**src/rtl/des_key_schedule.sv**
```systemverilog
// DES 16-round key schedule: PC-1 load, per-round C/D rotation, combinational PC-2 output.
// Optional DES_KEY_PARITY_CHECK_EN rejects starts whose key has any even-parity byte.
module des_key_schedule (
    input  logic        clk,
    input  logic        reset,
    input  logic        start_strobe_din,
    input  logic [0:63] key_din,
    input  logic        decrypt_din,
    input  logic        next_round_din,
    output logic [0:47] round_key_dout,
    output logic        round_key_valid_dout,
    output logic [0:3]  round_index_dout,
    output logic        schedule_done_dout,
    output logic        key_parity_error_dout
);

    typedef enum logic {StIdle, StActive} state_e;

    // Table entries are 1-based DES bit numbers.
    localparam int unsigned Pc1Tab [56] = '{
        57, 49, 41, 33, 25, 17,  9,  1, 58, 50, 42, 34, 26, 18,
        10,  2, 59, 51, 43, 35, 27, 19, 11,  3, 60, 52, 44, 36,
        63, 55, 47, 39, 31, 23, 15,  7, 62, 54, 46, 38, 30, 22,
        14,  6, 61, 53, 45, 37, 29, 21, 13,  5, 28, 20, 12,  4
    };

    localparam int unsigned Pc2Tab [48] = '{
        14, 17, 11, 24,  1,  5,  3, 28, 15,  6, 21, 10,
        23, 19, 12,  4, 26,  8, 16,  7, 27, 20, 13,  2,
        41, 52, 31, 37, 47, 55, 30, 40, 51, 45, 33, 48,
        44, 49, 39, 56, 34, 53, 46, 42, 50, 36, 29, 32
    };

    // Bit r set when round r+1 rotates by two.
    localparam logic [15:0] ShiftTwo = 16'h7EFC;

    function automatic logic [0:55] pc1(input logic [0:63] k);
        logic [0:55] r;
        for (int i = 0; i < 56; i++) begin
            r[i] = k[Pc1Tab[i] - 1];
        end
        return r;
    endfunction

    function automatic logic [0:47] pc2(input logic [0:55] cd);
        logic [0:47] r;
        for (int i = 0; i < 48; i++) begin
            r[i] = cd[Pc2Tab[i] - 1];
        end
        return r;
    endfunction

    function automatic logic [0:27] rotl(input logic [0:27] v, input logic two);
        return two ? {v[2:27], v[0:1]} : {v[1:27], v[0]};
    endfunction

    function automatic logic [0:27] rotr(input logic [0:27] v, input logic two);
        return two ? {v[26:27], v[0:25]} : {v[27], v[0:26]};
    endfunction

    state_e      state_q, state_d;
    logic [0:27] c_q, c_d, d_q, d_d;
    logic [0:3]  idx_q, idx_d;
    logic        dec_q, dec_d;
    logic        done_q, done_d;
    logic        key_ok;
    logic [0:55] cd_load;
    logic [3:0]  idx_fwd, idx_rev;

`ifdef DES_KEY_PARITY_CHECK_EN
    logic perr_q, perr_d;

    always_comb begin
        key_ok = 1'b1;
        for (int b = 0; b < 8; b++) begin
            if (!(^key_din[8*b +: 8])) begin
                key_ok = 1'b0;
            end
        end
    end

    always_comb begin
        perr_d = (state_q == StIdle) && start_strobe_din && !key_ok;
    end

    always_ff @(posedge clk) begin
        if (reset) begin
            perr_q <= 1'b0;
        end else begin
            perr_q <= perr_d;
        end
    end

    assign key_parity_error_dout = perr_q;
`else
    assign key_ok                = 1'b1;
    assign key_parity_error_dout = 1'b0;
`endif

    assign cd_load = pc1(key_din);
    assign idx_fwd = idx_q + 4'd1;
    assign idx_rev = 4'd15 - idx_q;

    always_comb begin
        state_d = state_q;
        c_d     = c_q;
        d_d     = d_q;
        idx_d   = idx_q;
        dec_d   = dec_q;
        done_d  = 1'b0;
        unique case (state_q)
            StIdle: begin
                if (start_strobe_din && key_ok) begin
                    // Encrypt preloads the round-1 shift; decrypt starts at C0 = C16.
                    c_d     = decrypt_din ? cd_load[0:27]  : rotl(cd_load[0:27], 1'b0);
                    d_d     = decrypt_din ? cd_load[28:55] : rotl(cd_load[28:55], 1'b0);
                    dec_d   = decrypt_din;
                    idx_d   = 4'd0;
                    state_d = StActive;
                end
            end
            StActive: begin
                if (next_round_din) begin
                    if (idx_q == 4'd15) begin
                        state_d = StIdle;
                        done_d  = 1'b1;
                    end else begin
                        idx_d = idx_fwd;
                        if (dec_q) begin
                            c_d = rotr(c_q, ShiftTwo[idx_rev]);
                            d_d = rotr(d_q, ShiftTwo[idx_rev]);
                        end else begin
                            c_d = rotl(c_q, ShiftTwo[idx_fwd]);
                            d_d = rotl(d_q, ShiftTwo[idx_fwd]);
                        end
                    end
                end
            end
        endcase
    end

    always_ff @(posedge clk) begin
        if (reset) begin
            state_q <= StIdle;
            c_q     <= '0;
            d_q     <= '0;
            idx_q   <= '0;
            dec_q   <= 1'b0;
            done_q  <= 1'b0;
        end else begin
            state_q <= state_d;
            c_q     <= c_d;
            d_q     <= d_d;
            idx_q   <= idx_d;
            dec_q   <= dec_d;
            done_q  <= done_d;
        end
    end

    assign round_key_dout       = pc2({c_q, d_q});
    assign round_key_valid_dout = (state_q == StActive);
    assign round_index_dout     = idx_q;
    assign schedule_done_dout   = done_q;

endmodule

```
**config.mk**
```make
export PLATFORM = sky130hd
export DESIGN_NAME = des_key_schedule
export DESIGN_NICKNAME = d
export VERILOG_FILES = /design/src/rtl/des_key_schedule.sv
export SDC_FILE = /design/constraint.sdc
export NUM_CORES = 1
export LEC_CHECK = 0
export CORE_ASPECT_RATIO = 1.2
export CORE_MARGIN = 5
export CORE_UTILIZATION = 55
export DETAILED_ROUTE_END_ITERATION = 8
export PLACE_DENSITY = 0.89
export SYNTH_ARGS = -nofsm -noshare
export SYNTH_HDL_FRONTEND = slang
export SYNTH_SLANG_ARGS = --single-unit
```
**constraint.sdc**
```tcl
create_clock -name clk -period 3.02 [get_ports clk]
set_input_delay 0.604 -clock clk [delete_from_list [all_inputs] [get_ports clk]]
set_output_delay 0.604 -clock clk [all_outputs]
set_load 0.01 [all_outputs]
```
Yosys cells after proc, flatten, opt, wreduce, memory -nomap -nowiden
Memory sizes are Yosys's and may differ from the RTL's.
Index checks and enable logic that the tools add are counted.
Widths: inputs -> output; s select.
{ "totals": {"regBits": 63, "romBits": 32, "out_inout_bits": 55, "inputBits": 69, "elab_cells": 48, "n_memories": 2} }
{ "op_classes": {"order_cmp": 2, "n_reduce_logical": 3, "n_mux": 27, "n_addsub": 2, "n_bitwise": 2, "eq_ne": 4} }
{ "mem_list": {"columns": ["memory", "depth", "word_bits", "rd", "rd_ports_with_merged_regs", "wr", "line", "rtl"], "rows": [
  ["(name not given)", 16, 1, 1, 0, 0, "134", "d_d = rotl(d_q, ShiftTwo[idx_fwd]);"],
  ["(name not given)", 16, 1, 1, 0, 0, "131", "d_d = rotr(d_q, ShiftTwo[idx_rev]);"]
]} }
{ "op_table": {"columns": ["op", "count"], "rows": [
  ["$mux 28", 14],
  ["$pmux 28 s2", 2],
  ["$mux 4", 3],
  ["$lt 4x5->1 const B", 2],
  ["$pmux 4 s2", 1],
  ["$mux 1", 6],
  ["$ne 2x2->1 const B", 3],
  ["$add 4x1->4 const B", 1],
  ["$eq 4x4->1 const B", 1],
  ["$sub 4x4->4 const A", 1],
  ["$reduce_and 3->1", 1],
  ["$reduce_or 3->1", 1],
  ["$not 1->1", 2],
  ["$pmux 1 s2", 1],
  ["$reduce_and 2->1", 1]
]} }

Longest topological paths before layout
Gate-level depths: netlist of run 1.
{ "depth": {"ltp_word": 8, "ltp_mapped": 10, "mapped_depth_nobuf": 8} }

Worst setup path before layout of run 1
OpenSTA, ideal clock, no wires.
{ "synth_path": {"path_type": "flip-flop to flip-flop", "startpoint": "register idx_q (netlist bit round_index_dout[3])", "endpoint": "register c_q[21] (netlist name)", "path_stages_with_launch": 10, "period_less_slack_ns": 2.042, "required_ns": 2.879, "n_path_buf": 2, "setup_ns": 0.141, "setup_slack_ns": 0.978, "arrival_ns": 1.902, "path_cell_list": "dfxtp_1 inv_1 ha_1 nor3_1 a31oi_1 o22a_2 buf_12 buf_12 mux2i_1 o31ai_2"} }
{ "synth_via": {"elab_chain_len": 8, "elab_cells_between_ends": 15, "classes_between": "add/sub (2); eq/ne (2); mux (8); reduce/logical (1); memory (2)"} }
{ "synth_rtl": {"columns": ["item", "line", "rtl"], "rows": [
  ["start, declared", "63", "logic [0:3] idx_q, idx_d;"],
  ["start signal, assigned", "154", "idx_q <= idx_d;"],
  ["$add 4x1->4 / $sub 4x4->4 (equally long branches)", "101, 102", null],
  ["$mem_v2 16x1 (on tied branches)", null, null],
  ["$mux 1 (on tied branches)", null, null],
  ["$mux 28 (on tied branches)", "54, 58", null],
  ["$mux 28", "129", "if (dec_q) begin"],
  ["$mux 28", "124", "if (idx_q == 4'd15) begin"],
  ["$mux 28", "123", "if (next_round_din) begin"],
  ["$pmux 28 s2", "111", "unique case (state_q)"],
  ["end signal, assigned", "145", "c_q <= '0;"],
  ["end signal, assigned", "152", "c_q <= c_d;"],
  ["end, declared", "62", "logic [0:27] c_q, c_d, d_q, d_d;"]
]} }
Parallel ways exist; a longest one is shown, timed or not. The select of a mux whose other input is x is not followed.
A chain may end at the register's enable or synchronous reset.

Worst setup path in the final report of run 1
{ "layout_path": {"startpoint": "register idx_q (netlist bit round_index_dout[3])", "endpoint": "register c_q[13] (netlist name)"} }
The elaborated chain is that of the path after synthesis.

==> results.txt, run 1 <==
status -> finished clean
routed vias/inst -> 6.93
die height -> 124 um
FF+latch count, synth -> 63
Seq/Total Area, Yosys -> 21.0%
Reg clk slew, reported paths -> 0.06 ns
WL final -> 17,800 um
Diodes inserted -> 0
PortBufs -> 114
final worst-path cycle share -> 88.0%
Ports -> 124
cell row count -> 41
Hold Buf Count CTS -> 0
Peak supply drop -> 0.249 mV
CP Capture Type -> flop
worst hold path depth -> 2
vias in the first global route -> 5,671
CTS buffer count -> 9
max cap viols -> 0
Final HPWL DP -> 11,400 um
wire length of the first global-routing pass -> 28,900 um
CTS Root Cell -> clkbuf_16
reg2reg end -> c_q[13]$_SDFFE_PP0P_
Max clock buf depth -> 2
Die Footprint -> 13,100 sq um
final RePlAce weighted congestion -> 0.892
Critical Path RT -> 3.22 ns
Mapped Cells -> 684
Leakage -> 2.58 nW
final clock skew -> 0.00558 ns
Syn-to-layout area delta -> 16.4%
clock latency on the worst-skew pair -> 0.34 ns
Die W -> 105 um
total routing usage reported by global routing -> 26.3%
grt ovf -> 0
WL/cell -> 21.1 um
Fillers -> 837
Worst Hold End -> round_key_valid_dout$_SDFF_PP0_
final cell count without fillers -> 842
First-pass DRT Iterations -> 6
crit path max fanout -> 45
critical path class -> reg -> reg
CORE AREA -> 10,600 sq um
Syn Nets -> 758
reg2reg start -> round_index_dout[3]$_SDFFE_PP0P_
CTS tree -> yes
CTS Sinks -> 63
Startpoint Class -> flop
Starting DRT DRC Count -> 634
share of post-route cells with drive strength above 1 -> 11.1%
Final nets -> 782
initial antenna violation count -> 0
initial core utilization -> 56.5%
pwr dens -> 400 nW/um^2
Worst R2R Path Depth -> 8
Yosys warnings -> 0
setup TNS -> 0 ns
largest net degree at the start of global routing -> 60
vias -> 5,836
# setup viols final -> 0
Avg Cell Area, Syn -> 8.77 sq um
Hold Path Class -> reg -> reg
reg-to-reg slack, setup -> 0.36 ns
placed instance count -> 826
f_max -> 376 MHz
hold path start -> round_key_valid_dout$_SDFF_PP0_
CTS H-tree depth -> 3
Max Slew Vio Count -> 0
Final Critical Period -> 2.66 ns
worst slew pin tran -> 0.697 ns
Slew Limit Headroom -> 53.5%
count of cell types in the netlist -> 41
synthesized cell area -> 6000 sq um
number of remaining DRC errors -> 0
crit path DAT -> 2.86 ns
final hold vios -> 0
RSZ-0062 raised after global routing -> false
Final ANT Viol Nets -> 0
-- cell usage after synthesis (all sizes together) --
library cell	number	area (sq um)
mux2i	167	1670
buf	78	631
a21oi	63	315
dfxtp	63	1260
o21ai	60	300
nor3	59	295
clkbuf	39	146
o31ai	39	468
o32a	39	390
o22a	16	141
nor2	10	37.5
inv	7	26.3
nand2	7	26.3
ha	5	62.6
a211oi	3	22.5
and2	3	21.3
nand2b	3	18.8
nand3	3	15.0
o221ai	3	26.3
o22ai	3	18.8
a221oi	2	17.5
nor2b	2	12.5
a21o	1	7.51
a22o	1	8.76
a31oi	1	6.26
clkinv	1	3.75
conb	1	3.75
mux2	1	11.3
nor4	1	6.26
o21a	1	7.51
or2	1	6.26
xnor2	1	8.76
-- worst max-delay path: stages, from the launching register on --
cell,delay [ns]
dfxtp_1,0.47
ha_1,0.44
mux2i_1,0.24
o21ai_4,0.19
buf_12,0.32
buf_4,0.30
mux2i_1,0.26
o32a_1,0.20
o31ai_2,0.07
-- per-layer routing --
metal | part of all wire, % | GRT usage (%)
met1 | 39 | 31.6
met2 | 49 | 43.5
met5 | 0 | 0
met3 | 9.0 | 6.27
met4 | 3.3 | 12.5
-- cells in the final DEF (no fill, tap or decap), types with 3 or more instances in the layout --
master / n
mux2i_1: 167
clkdlybuf4s50_1: 112
a21oi_1: 63
dfxtp_1: 61
o21ai_0: 59
nor3_1: 59
o32a_1: 39
o31ai_2: 35
o22a_1: 15
buf_4: 14
nor2_1: 10
clkbuf_16: 9
inv_1: 7
nand2_1: 7
ha_1: 5
o31ai_1: 4
nand3_1: 3
o22ai_1: 3
a211oi_1: 3
o221ai_1: 3
clkinv_2: 3
-- worst max path at each step --
stage / start / slack (ns) / to / cells after the start
after floorplan: round_index_dout[3]$_SDFFE_PP0P_ / 0.98 / c_q[21]$_SDFFE_PP0P_ / 9
after global placement: round_index_dout[3]$_SDFFE_PP0P_ / 0.37 / c_q[12]$_SDFFE_PP0P_ / 7
after detailed placement: round_index_dout[3]$_SDFFE_PP0P_ / 0.30 / c_q[20]$_SDFFE_PP0P_ / 7
after CTS: round_index_dout[3]$_SDFFE_PP0P_ / 0.26 / c_q[20]$_SDFFE_PP0P_ / 7
after global routing: round_index_dout[3]$_SDFFE_PP0P_ / 0.23 / c_q[10]$_SDFFE_PP0P_ / 8
final: round_index_dout[3]$_SDFFE_PP0P_ / 0.36 / c_q[13]$_SDFFE_PP0P_ / 8
-- sequential cells by signal (all words and copies together) (netlist names) --
signal,count
schedule_done_dout,1
dec_q,1
c_q,28
round_index_dout,4
round_key_valid_dout,1
d_q,28
-- per-stage QoR --
stage | cell area [sq um] | setup slack [ns] | hold WS [ns] | power, mW | utilization, %
2_1_floorplan | 6000 | 0.978 | 0.545 | 1.52 | -
3_3_place_gp | 6680 | 0.374 | 0.533 | 1.71 | 62.9
3_5_place_dp | 6680 | 0.300 | 0.560 | 1.73 | 62.9
4_1_cts | 6980 | 0.258 | 0.571 | 2.78 | 65.7
5_1_grt | 6980 | 0.226 | 0.620 | 2.88 | 65.7
6_report | 6980 | 0.362 | 0.569 | 2.79 | 65.7
-- power breakdown --
part | internal, mW | total, mW | switching, mW | leakage, nW
registers | 0.883 | 0.975 | 0.0921 | 0.515
logic | 0.360 | 0.764 | 0.404 | 1.92
clock network | 0.656 | 1.05 | 0.394 | 0.144
total | 1.90 | 2.79 | 0.891 | 2.58
-- final cells by class --
| class | instances | area (sq um) | area share, % |
|---|---|---|---|
| tap | 129 | 161 | 2.31 |
| clock inverter | 6 | 60.1 | 0.861 |
| sequential | 63 | 1260 | 18.1 |
| inverter | 8 | 30.0 | 0.430 |
| timing repair buffer | 130 | 1280 | 18.3 |
| clock buffer | 10 | 239 | 3.43 |
| multi-input combinational | 496 | 3950 | 56.6 |
-- logic make-up after synthesis --
logic type,share of synthesized area (%)
XOR/XNOR,0.146
other,0.0625
adder cells (fa/ha/maj),1.04
AND/OR/NAND/NOR,7.32
AO/OA/AOI/OAI,28.9
multiplexers,28.1
flip-flops,21.0
buffers and inverters,13.5
-- what timing repair did --
| item | CTS | global route |
|---|---|---|
| setup endpoints to repair | 0 | 3 |
| resized for setup | 0 | 1 |
| setup buffers | 0 | 0 |
Note: power is estimated with default switching activity, not from simulation.
==> run 2: changes to the inputs <==
--- a/config.mk
+++ b/config.mk
@@ -10,6 +10,7 @@
 export CORE_UTILIZATION = 55
 export DETAILED_ROUTE_END_ITERATION = 8
 export PLACE_DENSITY = 0.89
+export SETUP_SLACK_MARGIN = 0.02
 export SYNTH_ARGS = -nofsm -noshare
 export SYNTH_HDL_FRONTEND = slang
 export SYNTH_SLANG_ARGS = --single-unit
==> constraint.sdc (replaced) <==
create_clock -name clk -period 3.02 [get_ports clk]
set_input_delay 0.604 -clock clk [delete_from_list [all_inputs] [get_ports clk]]
set_output_delay 0.604 -clock clk [all_outputs]
set_load 0.05 [all_outputs]
==> results of run 2 <==
The final DEF is identical to that of run 1. Status: finished clean.
Main changes from that run: total power 2.79 mW -> 2.92 mW; worst IR drop on VDD 0.249 mV -> 0.250 mV
==> edit (config.mk and constraints of run 1) <==
Take the reset off `c_q` and load it in a clocked block of its own.
--- a/src/rtl/des_key_schedule.sv
+++ b/src/rtl/des_key_schedule.sv
@@ -142,19 +142,21 @@
     always_ff @(posedge clk) begin
         if (reset) begin
             state_q <= StIdle;
-            c_q     <= '0;
             d_q     <= '0;
             idx_q   <= '0;
             dec_q   <= 1'b0;
             done_q  <= 1'b0;
         end else begin
             state_q <= state_d;
-            c_q     <= c_d;
             d_q     <= d_d;
             idx_q   <= idx_d;
             dec_q   <= dec_d;
             done_q  <= done_d;
         end
+    end
+
+    always_ff @(posedge clk) begin
+        c_q <= c_d;
     end
 
     assign round_key_dout       = pc2({c_q, d_q});
Behaviour: not the same (a bounded check fails within 4 cycles, from zero or initial values and one cycle with reset high).
==> edit against run 1 <==
- area after synthesis is 8.6% lower
- largest power group is now registers
- sequential share of layout area increased by 4.9 points
- wire length fell by 12%
- die area down 7.9%
- sequential cell count unchanged
- design area shrank 3.8%
- combinational power is 6.0% higher
- power increased by 7.2%
- highest routed layer unchanged
- worst setup slack got worse by 150 ps
- critical path type unchanged
==> edit: results (changes against run 1) <==
[power]
share_of_total_power_consumed_by_net_switching_pct = 29.24  ; was 31.93%
static-leakage-power_nw = 2.570  ; was 2.580 nW
power.ir.vdd_worst_uv = 295.6  ; was 249.4 µV

[yosys]
synth.cells.most_frequent = 72 x nand2_1, 49 x buf_4, 47 x mux2i_1  ; was 167 x mux2i_1, 63 x a21oi_1, 63 x dfxtp_1
synth.lib_cells_used.distinct = 56  ; was 41
synth-edff-count = 28  ; was 0
synthXorXnorAreaFrac_pct = 0.1598  ; was 0.1461%
ys_seq_area_share_pct = 28.13  ; was 21.04%
synth.top_cells.by_area = edfxtp_1 15%, dfxtp_1 13%, mux2i_1 8.6%  ; was mux2i_1 28%, dfxtp_1 21%, o31ai_2 7.3%
syn_avg_cell_area_um2 = 8.839  ; was 8.766 µm²
synth_fp_nets = 694  ; was 758
synth_fa_ha_area_share_pct = 1.142  ; was 1.043%
asyncSetResetFlopFracSynth_pct = 0  ; unchanged
multiplexer_share_of_the_synthesized_area_pct = 21.53  ; was 28.07%
synth-compound-area-share_pct = 23.56  ; was 28.86%

[global_route]
grt_max_degree = 47  ; was 60
met1_track_usage_gr_pct = 31.63  ; was 31.62%
grt.total_usage_pct = 25.56  ; was 26.25%
grt_pass1_vias = 5188  ; was 5,671
grt_util_met2_pct = 43.25  ; was 43.54%
grt_use_met3_pct = 5.097  ; was 6.273%
grt_first_pass_wirelength_um = 25370  ; was 28,940 µm

[place]
place_hpwl_um = 10890  ; was 11,400 µm
number_of_placed_instances_with_taps_included = 787  ; was 826
global_placement_routability_congestion = 0.8910  ; was 0.8921

[layout]
fill_cells = 733  ; was 837
layoutNonFillerInstCount = 802  ; was 842
finalNetCount = 746  ; was 782
drive_above_1_share_pct = 13.02  ; was 11.08%

[route]
drt_first_pass_iters = 7  ; was 6
viasPerCell = 6.596  ; was 6.931
wire_per_inst_um = 19.50  ; was 21.12 µm
detail_route.iter0.violations = 468  ; was 634

[outcome]
outcome = finished, final reports clean  ; unchanged

[critical_path]
critical_path_arrival_ps = 2970  ; was 2860 ps
critical_path.max_fanout = 27  ; was 45
cp_slowest_stage_delay_ps = 570  ; was 470 ps
crit_family = simple AND/OR/NAND/NOR gates  ; was buffers and inverters

[clocking]
cts-root-buf = clkbuf_16  ; unchanged
tritoncts.num_buffers = 9  ; unchanged
cts.htree.levels = 3  ; unchanged

[sta]
clock_skew_ps = 5.990  ; was 5.576 ps
timing.max_slew.rel_slack_pct = 31.63  ; was 53.54%

## edit: power groups by stage
stage	clock (W)	combinational, W	sequential [W]
after floorplan	0	0.000564	0.00108
after global routing	0.00112	0.000874	0.00112
after global placement	0	0.000772	0.00111
after CTS	0.00108	0.000805	0.00110
final	0.00108	0.000810	0.00110
after detailed placement	0	0.000798	0.00112
## edit: area by class of cell
| type | count | share of cell area [%] |
|---|---|---|
| Inverter | 18 | 1.007 |
| Multi-Input combinational cell | 443 | 49.08 |
| Sequential cell | 63 | 22.99 |
| Tap cell | 126 | 2.349 |
| Timing Repair Buffer | 137 | 20.06 |
| Clock buffer | 10 | 3.412 |
| Clock inverter | 5 | 1.100 |
## edit: worst register-to-register path: stages, from the launching register on
cell     delay (ps)
dfxtp_1         570
inv_1           100
ha_1            370
or3_1           350
a21oi_2         290
or3_4           340
buf_4           340
nand2_1         120
a31oi_1         180
## edit: metal layers
metal	part of all wire, %	vias up	wire [µm]
li1	-	2415	-
met1	38	2501	5922
met2	49	329	7728
met3	10	45	1600
met4	2.5	0	384
met5	0	-	0
## edit: path summary, 6_finish.rpt
kind,startpoint,end,slack (ps),cells past startpoint
setup / recovery,round_index_dout[2],c_q[14],220,8
hold / removal,d_q[12],d_q[12],530,1
setup reg to reg,round_index_dout[2],c_q[14],220,8
hold reg to reg,d_q[12],d_q[12],530,1
## edit: stage by stage
stage	utilization [%]	worst slack, ps	area (µm²)
floorplan	-	438.3	5480
detailed placement	64.95	137.5	6404
finish	68.06	216.8	6710
CTS	68.02	110.4	6706
global route	68.06	0.6695	6710
global placement	64.95	241.0	6404
## edit: what timing repair did
action	CTS	global route
setup buffers	0	0
endpoints found under the setup margin	0	27
resized for setup	0	1
